**src/rtl/switch_debounce_if.sv**
```systemverilog
// switch_debounce_if: bundles the switch-side signals of switch_debounce.
// The master modport is the debouncer itself (it produces the conditioned
// levels, pulses and interrupt); the slave modport is whatever consumes
// them (the PIO export / top level) and drives the raw pins and irq_ack.
interface switch_debounce_if #(
    parameter int WIDTH = 2
);
    logic [WIDTH-1:0] sw_in;
    logic [WIDTH-1:0] sw_out;
    logic [WIDTH-1:0] sw_rise;
    logic [WIDTH-1:0] sw_fall;
    logic             changed;
    logic             irq;
    logic             irq_ack;

    modport master (
        input  sw_in,
        input  irq_ack,
        output sw_out,
        output sw_rise,
        output sw_fall,
        output changed,
        output irq
    );

    modport slave (
        output sw_in,
        output irq_ack,
        input  sw_out,
        input  sw_rise,
        input  sw_fall,
        input  changed,
        input  irq
    );
endinterface

```
**src/rtl/switch_debounce.sv**
```systemverilog
// switch_debounce: synchronises and debounces the raw slide switches, and
// produces one-cycle rise/fall pulses plus a combined "changed" strobe.
// Each bit is handled completely independently of the others.
//
// Optional feature: define SWITCH_DEBOUNCE_IRQ_EN to build a sticky irq flag
// that is set by "changed" and cleared by irq_ack (set wins on a collision).
// Without the macro irq is tied low and irq_ack is ignored; the ports stay so
// the top level does not change.
module switch_debounce #(
    parameter int WIDTH           = 2,
    parameter int SYNC_STAGES     = 2,
    parameter int DEBOUNCE_CYCLES = 500000
) (
    input  logic                 MAX10_CLK1_50,
    input  logic                 reset,
    switch_debounce_if.master    bus
);
    localparam int            CW   = $clog2(DEBOUNCE_CYCLES);
    // Terminal count: the counter never goes past this value, so it can
    // never wrap even when DEBOUNCE_CYCLES is an exact power of two.
    localparam logic [CW-1:0] TERM = CW'(DEBOUNCE_CYCLES - 1);

    logic [WIDTH-1:0] sync_q [SYNC_STAGES];
    logic [WIDTH-1:0] syncOut;

    logic [CW-1:0]    count_q [WIDTH];
    logic [CW-1:0]    count_d [WIDTH];
    logic [WIDTH-1:0] swOut_q, swOut_d;
    logic [WIDTH-1:0] rise_q, rise_d;
    logic [WIDTH-1:0] fall_q, fall_d;
    logic             changed_q, changed_d;

    assign syncOut = sync_q[SYNC_STAGES-1];

    // Synchroniser chain bringing the asynchronous pins into the clock domain.
    always_ff @(posedge MAX10_CLK1_50) begin
        if (reset) begin
            for (int k = 0; k < SYNC_STAGES; k++) begin
                sync_q[k] <= '0;
            end
        end else begin
            sync_q[0] <= bus.sw_in;
            for (int k = 1; k < SYNC_STAGES; k++) begin
                sync_q[k] <= sync_q[k-1];
            end
        end
    end

    // Per-bit stability counter: a differing level must persist up to the
    // terminal count before it is accepted; any return to the old level
    // restarts the count, which is what swallows bounce and glitches.
    always_comb begin
        swOut_d = swOut_q;
        rise_d  = '0;
        fall_d  = '0;
        count_d = count_q;
        for (int i = 0; i < WIDTH; i++) begin
            if (syncOut[i] == swOut_q[i]) begin
                count_d[i] = '0;
            end else if (count_q[i] == TERM) begin
                swOut_d[i] = syncOut[i];
                count_d[i] = '0;
                rise_d[i]  = syncOut[i];
                fall_d[i]  = ~syncOut[i];
            end else begin
                count_d[i] = count_q[i] + 1'b1;
            end
        end
        changed_d = |(rise_d | fall_d);
    end

    // Debounced state and registered pulses; pulses land in the same cycle
    // as the first cycle of the new debounced level.
    always_ff @(posedge MAX10_CLK1_50) begin
        if (reset) begin
            for (int i = 0; i < WIDTH; i++) begin
                count_q[i] <= '0;
            end
            swOut_q   <= '0;
            rise_q    <= '0;
            fall_q    <= '0;
            changed_q <= 1'b0;
        end else begin
            count_q   <= count_d;
            swOut_q   <= swOut_d;
            rise_q    <= rise_d;
            fall_q    <= fall_d;
            changed_q <= changed_d;
        end
    end

    assign bus.sw_out  = swOut_q;
    assign bus.sw_rise = rise_q;
    assign bus.sw_fall = fall_q;
    assign bus.changed = changed_q;

`ifdef SWITCH_DEBOUNCE_IRQ_EN
    logic irq_q, irq_d;

    // Sticky interrupt: any change sets it, a lone acknowledge clears it,
    // and a change arriving together with an acknowledge keeps it set.
    always_comb begin
        irq_d = irq_q;
        if (changed_q) begin
            irq_d = 1'b1;
        end else if (bus.irq_ack) begin
            irq_d = 1'b0;
        end
    end

    // Interrupt flag register.
    always_ff @(posedge MAX10_CLK1_50) begin
        if (reset) begin
            irq_q <= 1'b0;
        end else begin
            irq_q <= irq_d;
        end
    end

    assign bus.irq = irq_q;
`else
    logic unusedIrqAck;

    assign bus.irq     = 1'b0;
    assign unusedIrqAck = bus.irq_ack;
`endif

endmodule

```
**src/flat_wrapper.sv**
```systemverilog
// flat-port wrapper written by rule: the top's interface ports become plain ports
module switch_debounce_flat 
#(
    parameter int WIDTH           = 2,
    parameter int SYNC_STAGES     = 2,
    parameter int DEBOUNCE_CYCLES = 500000
)
  (MAX10_CLK1_50, reset, bus_sw_in, bus_irq_ack, bus_sw_out, bus_sw_rise, bus_sw_fall, bus_changed, bus_irq);
  switch_debounce_if #(.WIDTH(WIDTH)) bus_i ();
  input  logic MAX10_CLK1_50;
  input  logic reset;
  input wire logic [$bits(bus_i.sw_in)-1:0] bus_sw_in;
  input wire logic [$bits(bus_i.irq_ack)-1:0] bus_irq_ack;
  output wire logic [$bits(bus_i.sw_out)-1:0] bus_sw_out;
  output wire logic [$bits(bus_i.sw_rise)-1:0] bus_sw_rise;
  output wire logic [$bits(bus_i.sw_fall)-1:0] bus_sw_fall;
  output wire logic [$bits(bus_i.changed)-1:0] bus_changed;
  output wire logic [$bits(bus_i.irq)-1:0] bus_irq;
  assign bus_i.sw_in = bus_sw_in;
  assign bus_i.irq_ack = bus_irq_ack;
  assign bus_sw_out = bus_i.sw_out;
  assign bus_sw_rise = bus_i.sw_rise;
  assign bus_sw_fall = bus_i.sw_fall;
  assign bus_changed = bus_i.changed;
  assign bus_irq = bus_i.irq;
  switch_debounce #(.WIDTH(WIDTH), .SYNC_STAGES(SYNC_STAGES), .DEBOUNCE_CYCLES(DEBOUNCE_CYCLES)) u_core (.MAX10_CLK1_50(MAX10_CLK1_50), .reset(reset), .bus(bus_i));
endmodule
```
**config.mk**
```make
export PLATFORM = sky130hd
export DESIGN_NAME = switch_debounce_flat
export DESIGN_NICKNAME = d
export VERILOG_FILES = /design/src/rtl/switch_debounce_if.sv /design/src/rtl/switch_debounce.sv /design/src/flat_wrapper.sv
export SDC_FILE = /design/constraint.sdc
export NUM_CORES = 1
export LEC_CHECK = 0
export CAP_MARGIN = 20
export CORE_ASPECT_RATIO = 0.9
export CORE_UTILIZATION = 56
export CTS_CLUSTER_SIZE = 8
export DETAILED_ROUTE_END_ITERATION = 12
export GPL_TIMING_DRIVEN = 0
export PLACE_DENSITY = 0.87
export REMOVE_ABC_BUFFERS = 1
export SYNTH_ARGS = -nofsm -noshare
export SYNTH_HDL_FRONTEND = slang
export SYNTH_SLANG_ARGS = --single-unit
```
**constraint.sdc**
```tcl
create_clock -name MAX10_CLK1_50 -period 5.1 [get_ports MAX10_CLK1_50]
set_input_delay 1.02 -clock MAX10_CLK1_50 [delete_from_list [all_inputs] [get_ports MAX10_CLK1_50]]
set_output_delay 1.02 -clock MAX10_CLK1_50 [all_outputs]
set_load 0.02 [all_outputs]
```
Word-level counts from Yosys, hierarchy flattened
Memory sizes are Yosys's and may differ from the RTL's.
Cells that the tools add are included.
{"block": "word_totals", "mem_bits_ro": 0, "memories": 1, "latchBits": 0, "out_inout_bits": 8, "register_bits": 45, "wordCells": 39, "in_bits": 5, "ram_bits": 4}
{"memory": "u_core.sync_q", "depth": 2, "width": 2, "rd": 2, "rd_clocked_by_memory_dff": 0, "write_ports": 2, "line": "switch_debounce.sv:23", "text": "logic [WIDTH-1:0] sync_q [SYNC_STAGES];"}
{"block": "classes", "n_reduce_logical": 5, "multipliers": 0, "div": 0, "eq_ne": 4, "n_bitwise": 7, "n_shift": 0, "add_sub_neg": 2, "mux": 13, "magnitude_cmp": 0}
{"operator": "adder 19 x 1 -> 19 bit, second input constant", "n": 2}
{"operator": "equality test 19 bit, second input constant", "n": 2}
{"operator": "2-to-1 mux 1 bit", "n": 11}
{"operator": "OR reduction 3 bit", "n": 2}
{"operator": "2-to-1 mux 2 bit", "n": 2}
{"operator": "NOT 1 bit", "n": 4}
{"operator": "AND reduction 2 bit", "n": 2}
{"operator": "equality test 1 bit", "n": 2}
{"operator": "OR 1 bit", "n": 2}
{"operator": "OR 2 bit", "n": 1}
{"operator": "OR reduction 2 bit", "n": 1}

Longest topological paths before layout
Gate-level depths: netlist of the first run.
An unclocked memory read counts as a cell.
{"block": "depth", "depth_word": 6, "depth_mapped": 6, "mapped_depth_nobuf": 5}

Worst setup path after synthesis of the first run
No wires, ideal clock.
{"block": "synth_timing", "path_type": "input-to-reg", "from": "input port reset", "to": "register u_core.count_q[27] (netlist name)", "cell_stages": 5, "t_arrival_ps": 1915, "setup_ps": 128, "t_required_ps": 4972, "setup_slack_ps": 3057, "cell_sequence": "clkbuf_1 > nor2_1 > o21ai_1 > clkbuf_1 > nor2_1"}
{"block": "synth_between", "elab_chain_cells": 1}
{"element": "from (decl)", "line": "flat_wrapper.sv:11", "text": "input logic reset;"}
{"element": "OR reduction 3 bit (no source line)"}
{"element": "to (signal assigned)", "line": "switch_debounce.sv:84", "text": "count_q <= count_d;"}
{"element": "to (decl)", "line": "switch_debounce.sv:26", "text": "logic [CW-1:0] count_q [WIDTH];"}
Every way passes these cells.
A chain may end at the register's enable or synchronous reset.

Worst setup path in the final report of the first run
{"block": "layout_timing", "from": "register u_core.swOut_q[1] (netlist: u_core.bus.sw_out[1])", "to": "output port bus_sw_out[1]"}
{"element": "from (decl)", "line": "switch_debounce.sv:28", "text": "logic [WIDTH-1:0] swOut_q, swOut_d;"}
{"element": "from (signal assigned)", "line": "switch_debounce.sv:85", "text": "swOut_q <= swOut_d;"}
{"element": "to (decl)", "line": "flat_wrapper.sv:14", "text": "output wire logic [$bits(bus_i.sw_out)-1:0] bus_sw_out;"}
No word-level cell between the ends.

==> results.ini, run 1 <==
[cells_and_area]
syn_to_final_growth_pct=10.4
instances_no_fill=306
most-common-layout-cells=49 x dfxtp_1, 40 x nor2_1, 24 x xnor2_1
drive_gt1_frac=0.0731
post-route-util=0.644
antennaDiodeCount=0
fin_nets=266
layout_commonest_cell=dfxtp_1
fillers=294

[synthesis]
synth.cell_area_sq_um=2180
synth_cells=249
yosys_most_used_dff=dfxtp_1
yosysWarnings=0
async_flop_share=0
synth_edf_count=0
yosysUniqueCellTypes=41
ys_seq_elements=49
yosysSeqAreaShare=0.451
syn_area_per_cell_sq_um=8.74

[hold_path]
min_path_cells=1
min_to=u_core.sync_q[0][2]
min-delay-start=u_core.sync_q[0][0]
hold_path.class=register to register

[sta]
max_freq_mhz=427
period_needed_ns=2.34
fin_tns_setup_ns=0
maxSlewHeadroom=0.524
final_hold_viol_count=0
rsz0062_at_grt=no
layout_setup_ws_ns=2.76
fin_crit_sh=0.460
worst_slew_pin_slew_ns=0.714
slew_viol_final=0
setup_viol=0
skew_ns=0.00952

[pwr]
finalPower_mw=0.642
power_density_nw_per_um2=267
power.leakage_nw=0.690
vdd_drop_max_uv=204

[floorplanning]
die_x_um=67.7
std_cell_rows=21
start_util=0.583
core_sq_um=3730
die-area_sq_um=4140
dieHeight_um=61.1
ios=13

[drt]
ant_nets=0
dr.pass1.iters=5
drt-vias-per-instance=5.94
vias=1817
post_drt_wl_per_cell_um=14.3
drt_iter0_drc=76
wirelength_um=4390
drc_errors=0

[global_routing]
grt_pass1_wl_um=7220
antenna_found_initial=0
grt_use_total=0.235
gr-total-overflow=0
grt_pass1_vias=1632
grt_max_degree=18

[clock_tree]
clock_sinks=49
cts_root_buf=clkbuf_8
cts.path.max_buffers=2
cts_resized=0
clkTransAtPathRegs_ns=0.10
clkLatencyLatePin_ns=0.31
h-tree-depth=2
cts_hold_buf=0
cts_made_buffers=5
cts_tree=yes
cts_setup_buffers=0

[worst_setup_path]
crit_fanout=4
r2r_cells=4
arrival_ns=1.32
cpMaxStageDelayCell=clkdlybuf4s50_1
r2r_start=u_core.count_q[8]
crit_chain=clkdlybuf4s50_1
required_ns=4.08
crit_family=buffers and inverters
rrSetupSlack_ns=2.90
timing.rr.end=u_core.count_q[14]
worst-path-buf-inv=1
path_class=register to output pin
slowest_delay_ns=0.63
end_kind=output pin
startpoint_type=register

[placed_design]
detailedPlace.worstSlack_ns=2.40
place.gp.congestion=0.860
place_inst=297
numPortBuffers=10
dp_hpwl_um=2880

[job]
cap_violations=0

[outcome]
outcome=finished, final reports clean

## state kept, by name, summed over array words and instances (netlist names)
signal	cells
u_core.bus.sw_rise	2
u_core.bus.sw_out	2
u_core.count_q	38
u_core.bus.sw_fall	2
u_core.bus.changed	1
u_core.sync_q	4
## logic make-up (layout without fill, tap and decap cells)
logic type	Yosys count	in the layout	share of synthesized area
other cells	1	1	0.00172
compound gates	16	16	0.0414
simple gates	137	137	0.342
buf+inv	13	24	0.0270
mux	1	1	0.00460
xor+xnor	30	30	0.121
fa+ha+maj	2	2	0.0115
flops	49	49	0.451
## synth_stat cells (all sizes together), types with 6 or more instances
cell	number	area share
dfxtp	49	0.45
nor4	10	0.029
nor2	40	0.069
nand4	11	0.041
xor2	6	0.024
o21ai	7	0.018
a21oi	7	0.016
nand2	11	0.019
nor3	13	0.030
nand3	20	0.046
xnor2	24	0.097
## cell type report
type	count	area, sq um	share of cell area
clock buffers	6	82.6	0.0344
clock inverters	2	17.5	0.00730
inverters	5	18.8	0.00782
multi-input cells	187	1140	0.473
flip-flops and latches	49	981	0.409
well taps	46	57.6	0.0240
repair buffers	11	108	0.0448
## worst max-delay path by stage
stage                         start            endpoint  slack, ns  cells after the start
2_1_floorplan    u_core.count_q[19]  u_core.count_q[37]       3.32                      5
3_3_place_gp                  reset  u_core.count_q[22]       2.45                      4
3_5_place_dp                  reset  u_core.count_q[28]       2.40                      4
4_1_cts                       reset  u_core.count_q[28]       2.71                      4
5_1_grt        u_core.bus.sw_out[1]       bus_sw_out[1]       2.70                      1
6_report       u_core.bus.sw_out[1]       bus_sw_out[1]       2.76                      1
## power breakdown
group | leakage, nW | internal [mW] | switching, mW
combinational | 0.242 | 0.00406 | 0.00575
clock | 0.0518 | 0.113 | 0.133
sequential | 0.395 | 0.384 | 0.00143
## worst register-to-register path, delay by kind of cell, from the launching register on
family	cells	cell delay (ns)
compound gates	1	0.64
simple gates	3	0.99
flops	1	0.43
## per-stage QoR
stage | cell area (sq um) | hold slack (ns)
finish | 2400 | 0.457
global route | 2400 | 0.472
CTS | 2390 | 0.458
detailed placement | 2290 | 0.437
global placement | 2290 | 0.416
floorplan | 2140 | 0.414
## layer usage
layer / routed length, um / global-route usage / vias to the layer above
met2: 2030 / 0.378 / 59
met3: 249 / 0.0481 / 5
met4: 60 / 0.0912 / 0
met5: 0 / 0 / -
li1: - / - / 894
met1: 2050 / 0.312 / 859
Note: power is estimated with default switching activity, not from simulation.
==> inputs of run 2 (changes only) <==
--- a/config.mk
+++ b/config.mk
@@ -7,11 +7,11 @@
 export LEC_CHECK = 0
 export CAP_MARGIN = 20
 export CORE_ASPECT_RATIO = 0.9
-export CORE_UTILIZATION = 56
+export CORE_UTILIZATION = 52
 export CTS_CLUSTER_SIZE = 8
 export DETAILED_ROUTE_END_ITERATION = 12
 export GPL_TIMING_DRIVEN = 0
-export PLACE_DENSITY = 0.87
+export PLACE_DENSITY = 0.85
 export REMOVE_ABC_BUFFERS = 1
 export SYNTH_ARGS = -nofsm -noshare
 export SYNTH_HDL_FRONTEND = slang
==> constraint.sdc (replaced) <==
create_clock -name MAX10_CLK1_50 -period 2 [get_ports MAX10_CLK1_50]
set_input_delay 0.4 -clock MAX10_CLK1_50 [delete_from_list [all_inputs] [get_ports MAX10_CLK1_50]]
set_output_delay 0.4 -clock MAX10_CLK1_50 [all_outputs]
set_load 0.02 [all_outputs]
==> results.ini, run 2 (same netlist as run 1, synthesis figures left out) <==
[outcome]
outcome=finished, final reports clean

[placed_design]
place.gp.congestion=0.837
detailedPlace.worstSlack_ns=-0.194
numPortBuffers=10
dpl_cell_area_sq_um=2290
dp_hpwl_um=2830

[cells_and_area]
top_regs=u_core.count_q x38, u_core.sync_q x4
largest_register=u_core.count_q
fillers=280
layout_commonest_cell=dfxtp_1
drive_gt1_frac=0.0951
stdcell_area_sq_um=2460
antennaDiodeCount=0
fin_nets=269
syn_to_final_growth_pct=13.2
largest_reg_flops=38
most-common-layout-cells=48 x dfxtp_1, 40 x nor2_1, 24 x xnor2_1

[sta]
setup_viol=0
skew_ns=0.00964
holdWs_ns=0.450
slew_viol_final=0
worst_slew_pin_slew_ns=0.527
period_needed_ns=1.84
max_freq_mhz=542
layout_setup_ws_ns=0.155
maxSlewHeadroom=0.644
fin_crit_sh=0.922
rsz0062_at_grt=no
final_hold_viol_count=0

[worst_setup_path]
required_ns=2.24
crit_family=simple AND/OR/NAND/NOR gates
r2r_cells=4
path_class=register to register
arrival_ns=2.08
cpMaxStageDelayCell=or4_2
crit_fanout=5
end_kind=register
slowest_delay_ns=0.71
crit_chain=nor4b_1 -> nand3_1 -> or4_2 -> a21oi_1
worst-path-buf-inv=0
crit_cells=4
rrSetupSlack_ns=0.16
startpoint=u_core.count_q[29]
endpoint=u_core.bus.sw_out[0]
r2r_start=u_core.count_q[29]
timing.rr.end=u_core.bus.sw_out[0]
startpoint_type=register

[clock_tree]
clock_sinks=49
h-tree-depth=2
clkLatencyLatePin_ns=0.31
cts_root_buf=clkbuf_8
cts_tree=yes
cts_made_buffers=5
clkTransAtPathRegs_ns=0.09
cts_hold_buf=0
cts.path.max_buffers=2

[pwr]
power.leakage_nw=0.695
vdd_drop_max_uv=489
power_density_nw_per_um2=645

[floorplanning]
std_cell_rows=21
start_util=0.563
die_x_um=70.2
die-area_sq_um=4450
core_sq_um=3860
ios=13
dieHeight_um=63.4

[global_routing]
antenna_found_initial=0
gr-total-overflow=0
grt_use_total=0.210
grt_pass1_vias=1717
grt_max_degree=18
grt_pass1_wl_um=7430

[drt]
post_drt_wl_per_cell_um=14.0
ant_nets=0
vias=1793
dr.pass1.iters=4
wirelength_um=4340
drt_iter0_drc=78
drc_errors=0
drt-vias-per-instance=5.80

[job]
cap_violations=0

[hold_path]
hold_path.class=register to register

## run 2: worst min-delay path by stage
stage / from / to / slack (ns) / cells after the start
finish: u_core.sync_q[0][0] / u_core.sync_q[0][2] / 0.45 / 1
detailed placement: u_core.sync_q[0][1] / u_core.sync_q[0][3] / 0.43 / 1
global route: u_core.sync_q[0][1] / u_core.sync_q[0][3] / 0.46 / 1
global placement: u_core.sync_q[0][1] / u_core.sync_q[0][3] / 0.42 / 1
floorplan: u_core.sync_q[0][0] / u_core.sync_q[0][2] / 0.41 / 1
CTS: u_core.sync_q[0][0] / u_core.sync_q[0][2] / 0.45 / 1
## run 2: routing by layer
| layer | routed length, um | track usage |
|---|---|---|
| met1 | 2070 | 0.276 |
| met2 | 1940 | 0.317 |
| met3 | 205 | 0.0496 |
| met4 | 128 | 0.115 |
| met5 | 0 | 0 |
## run 2: cell type report
class,count,area (sq um),share of cell area
multi-input cells,187,1170,0.477
flip-flops and latches,49,982,0.399
repair buffers,14,143,0.0579
clock buffers,6,72.6,0.0295
well taps,46,57.6,0.0234
inverters,5,18.8,0.00762
clock inverters,2,15.0,0.00610
## run 2: what timing repair did
action,in CTS,in global routing
pin swaps,0,2
endpoints found under the setup margin,27,33
gates resized for setup,2,5
endpoints found under the hold margin,0,0
setup buffers,0,4
## run 2: report_power, final
part	internal (mW)	total, mW	switching, mW
combinational	0.0130	0.0282	0.0152
clock	0.247	0.577	0.330
sequential	0.980	0.983	0.00370
total	1.24	1.59	0.349
## run 2: metrics by stage
step	instances	TNS [ns]	power, mW	util
floorplan	241	0	1.02	-
global placement	297	-2.28	1.03	0.594
detailed placement	297	-2.87	1.03	0.594
CTS	305	0	1.60	0.619
global route	309	0	1.65	0.638
finish	309	0	1.59	0.638
==> inputs of run 3 (changes only) <==
--- a/config.mk
+++ b/config.mk
@@ -7,11 +7,11 @@
 export LEC_CHECK = 0
 export CAP_MARGIN = 20
 export CORE_ASPECT_RATIO = 0.9
-export CORE_UTILIZATION = 52
+export CORE_UTILIZATION = 56
 export CTS_CLUSTER_SIZE = 8
 export DETAILED_ROUTE_END_ITERATION = 12
 export GPL_TIMING_DRIVEN = 0
-export PLACE_DENSITY = 0.85
+export PLACE_DENSITY = 0.87
 export REMOVE_ABC_BUFFERS = 1
 export SYNTH_ARGS = -nofsm -noshare
 export SYNTH_HDL_FRONTEND = slang
==> constraint.sdc (replaced) <==
create_clock -name MAX10_CLK1_50 -period 2.2 [get_ports MAX10_CLK1_50]
set_input_delay 0.44 -clock MAX10_CLK1_50 [delete_from_list [all_inputs] [get_ports MAX10_CLK1_50]]
set_output_delay 0.44 -clock MAX10_CLK1_50 [all_outputs]
set_load 0.02 [all_outputs]
==> results.ini, run 3 (same netlist as run 1, synthesis figures left out) <==
[outcome]
outcome=finished, final reports clean

[sta]
fin_tns_setup_ns=0
fin_crit_sh=0.947
final_hold_viol_count=0
rsz0062_at_grt=no
holdWs_ns=0.452
worst_slew_pin_slew_ns=0.621
setup_viol=0
period_needed_ns=2.08
maxSlewHeadroom=0.580
skew_ns=0.00848
max_freq_mhz=480
slew_viol_final=0

[placed_design]
numPortBuffers=10
dpl_cell_area_sq_um=2290
place.gp.congestion=0.860
dp_hpwl_um=2880

[worst_setup_path]
timing.rr.end=u_core.count_q[18]
required_ns=2.40
cpMaxStageDelayCell=nor4_1
crit_fanout=9
crit_cells=5
crit_chain=ha_1 -> nand4_1 -> nor4_1 -> nand3_1 -> nor3b_1
r2r_start=u_core.count_q[0]
worst-path-buf-inv=0
startpoint=u_core.count_q[0]
r2r_cells=5
end_kind=register
path_class=register to register
crit_family=simple AND/OR/NAND/NOR gates
slowest_delay_ns=0.61
rrSetupSlack_ns=0.12
arrival_ns=2.28
startpoint_type=register
endpoint=u_core.count_q[18]

[drt]
drt_iter0_drc=79
vias=1797
ant_nets=0
wirelength_um=4370
dr.pass1.iters=5
post_drt_wl_per_cell_um=14.3
drt-vias-per-instance=5.89
drc_errors=0

[clock_tree]
cts_made_buffers=5
cts_root_buf=clkbuf_8
clkTransAtPathRegs_ns=0.10
h-tree-depth=2
clock_sinks=49
cts_setup_buffers=0
cts_tree=yes
cts.path.max_buffers=2
cts_hold_buf=0
clkLatencyLatePin_ns=0.30

[global_routing]
antenna_found_initial=0
grt_use_total=0.235
grt_pass1_vias=1632
gr-total-overflow=0
grt_max_degree=18
grt_pass1_wl_um=7220

[floorplanning]
die_x_um=67.7
start_util=0.583
std_cell_rows=21
core_sq_um=3730
die-area_sq_um=4140
ios=13
dieHeight_um=61.1

[cells_and_area]
largest_register=u_core.count_q
drive_gt1_frac=0.0734
most-common-layout-cells=49 x dfxtp_1, 40 x nor2_1, 24 x xnor2_1
stdcell_area_sq_um=2400
top_regs=u_core.count_q x38, u_core.sync_q x4
post-route-util=0.645
fin_nets=265
antennaDiodeCount=0
layout_commonest_cell=dfxtp_1
largest_reg_flops=38
syn_to_final_growth_pct=10.5

[pwr]
vdd_drop_max_uv=486
finalPower_mw=1.49
power.leakage_nw=0.687
power_density_nw_per_um2=620

[job]
cap_violations=0

[hold_path]
hold_path.class=register to register

-- run 3: layer usage --
metal,wire length [um],up-vias,track usage
met2,2010,56,0.378
met1,2050,845,0.312
met3,238,9,0.0481
met4,74,0,0.0912
li1,-,887,-
met5,0,-,0
-- run 3: per-stage QoR --
| step | worst slack (ns) | instances |
|---|---|---|
| finish | 0.117 | 305 |
| global route | 0.0195 | 305 |
| CTS | 0.0527 | 305 |
| detailed placement | 0.00933 | 297 |
| global placement | 0.0697 | 297 |
| floorplan | 0.420 | 241 |
-- run 3: cell type report --
type | count | area, sq um
multi-input cells | 187 | 1150
flip-flops and latches | 49 | 981
well taps | 46 | 57.6
inverters | 5 | 18.8
clock inverters | 2 | 17.5
fillers | 294 | 1330
repair buffers | 10 | 100
clock buffers | 6 | 82.6
-- run 3: where the power goes --
part           switching [mW]  internal [mW]
clock                   0.313          0.261
combinational          0.0132        0.00916
sequential            0.00329          0.891
total                   0.329           1.16
-- run 3: how the worst min path moves through the flow --
stage / from / cells past startpoint / end
2_1_floorplan: u_core.sync_q[0][0] / 1 / u_core.sync_q[0][2]
3_3_place_gp: u_core.sync_q[0][1] / 1 / u_core.sync_q[0][3]
3_5_place_dp: u_core.sync_q[0][0] / 1 / u_core.sync_q[0][2]
4_1_cts: u_core.sync_q[0][0] / 1 / u_core.sync_q[0][2]
5_1_grt: u_core.sync_q[0][1] / 1 / u_core.sync_q[0][3]
6_report: u_core.sync_q[0][0] / 1 / u_core.sync_q[0][2]
-- run 3: worst register-to-register path: cells and delay by family, from the launching register on --
family / cells / cell delay (ns)
flops: 1 / 0.41
simple gates: 4 / 1.32
fa+ha+maj: 1 / 0.25
-- run 3: what timing repair did --
action	in CTS	in global routing
setup endpoints to repair	1	17
pin swaps	0	0
gates resized for setup	1	1
gates cloned	0	0
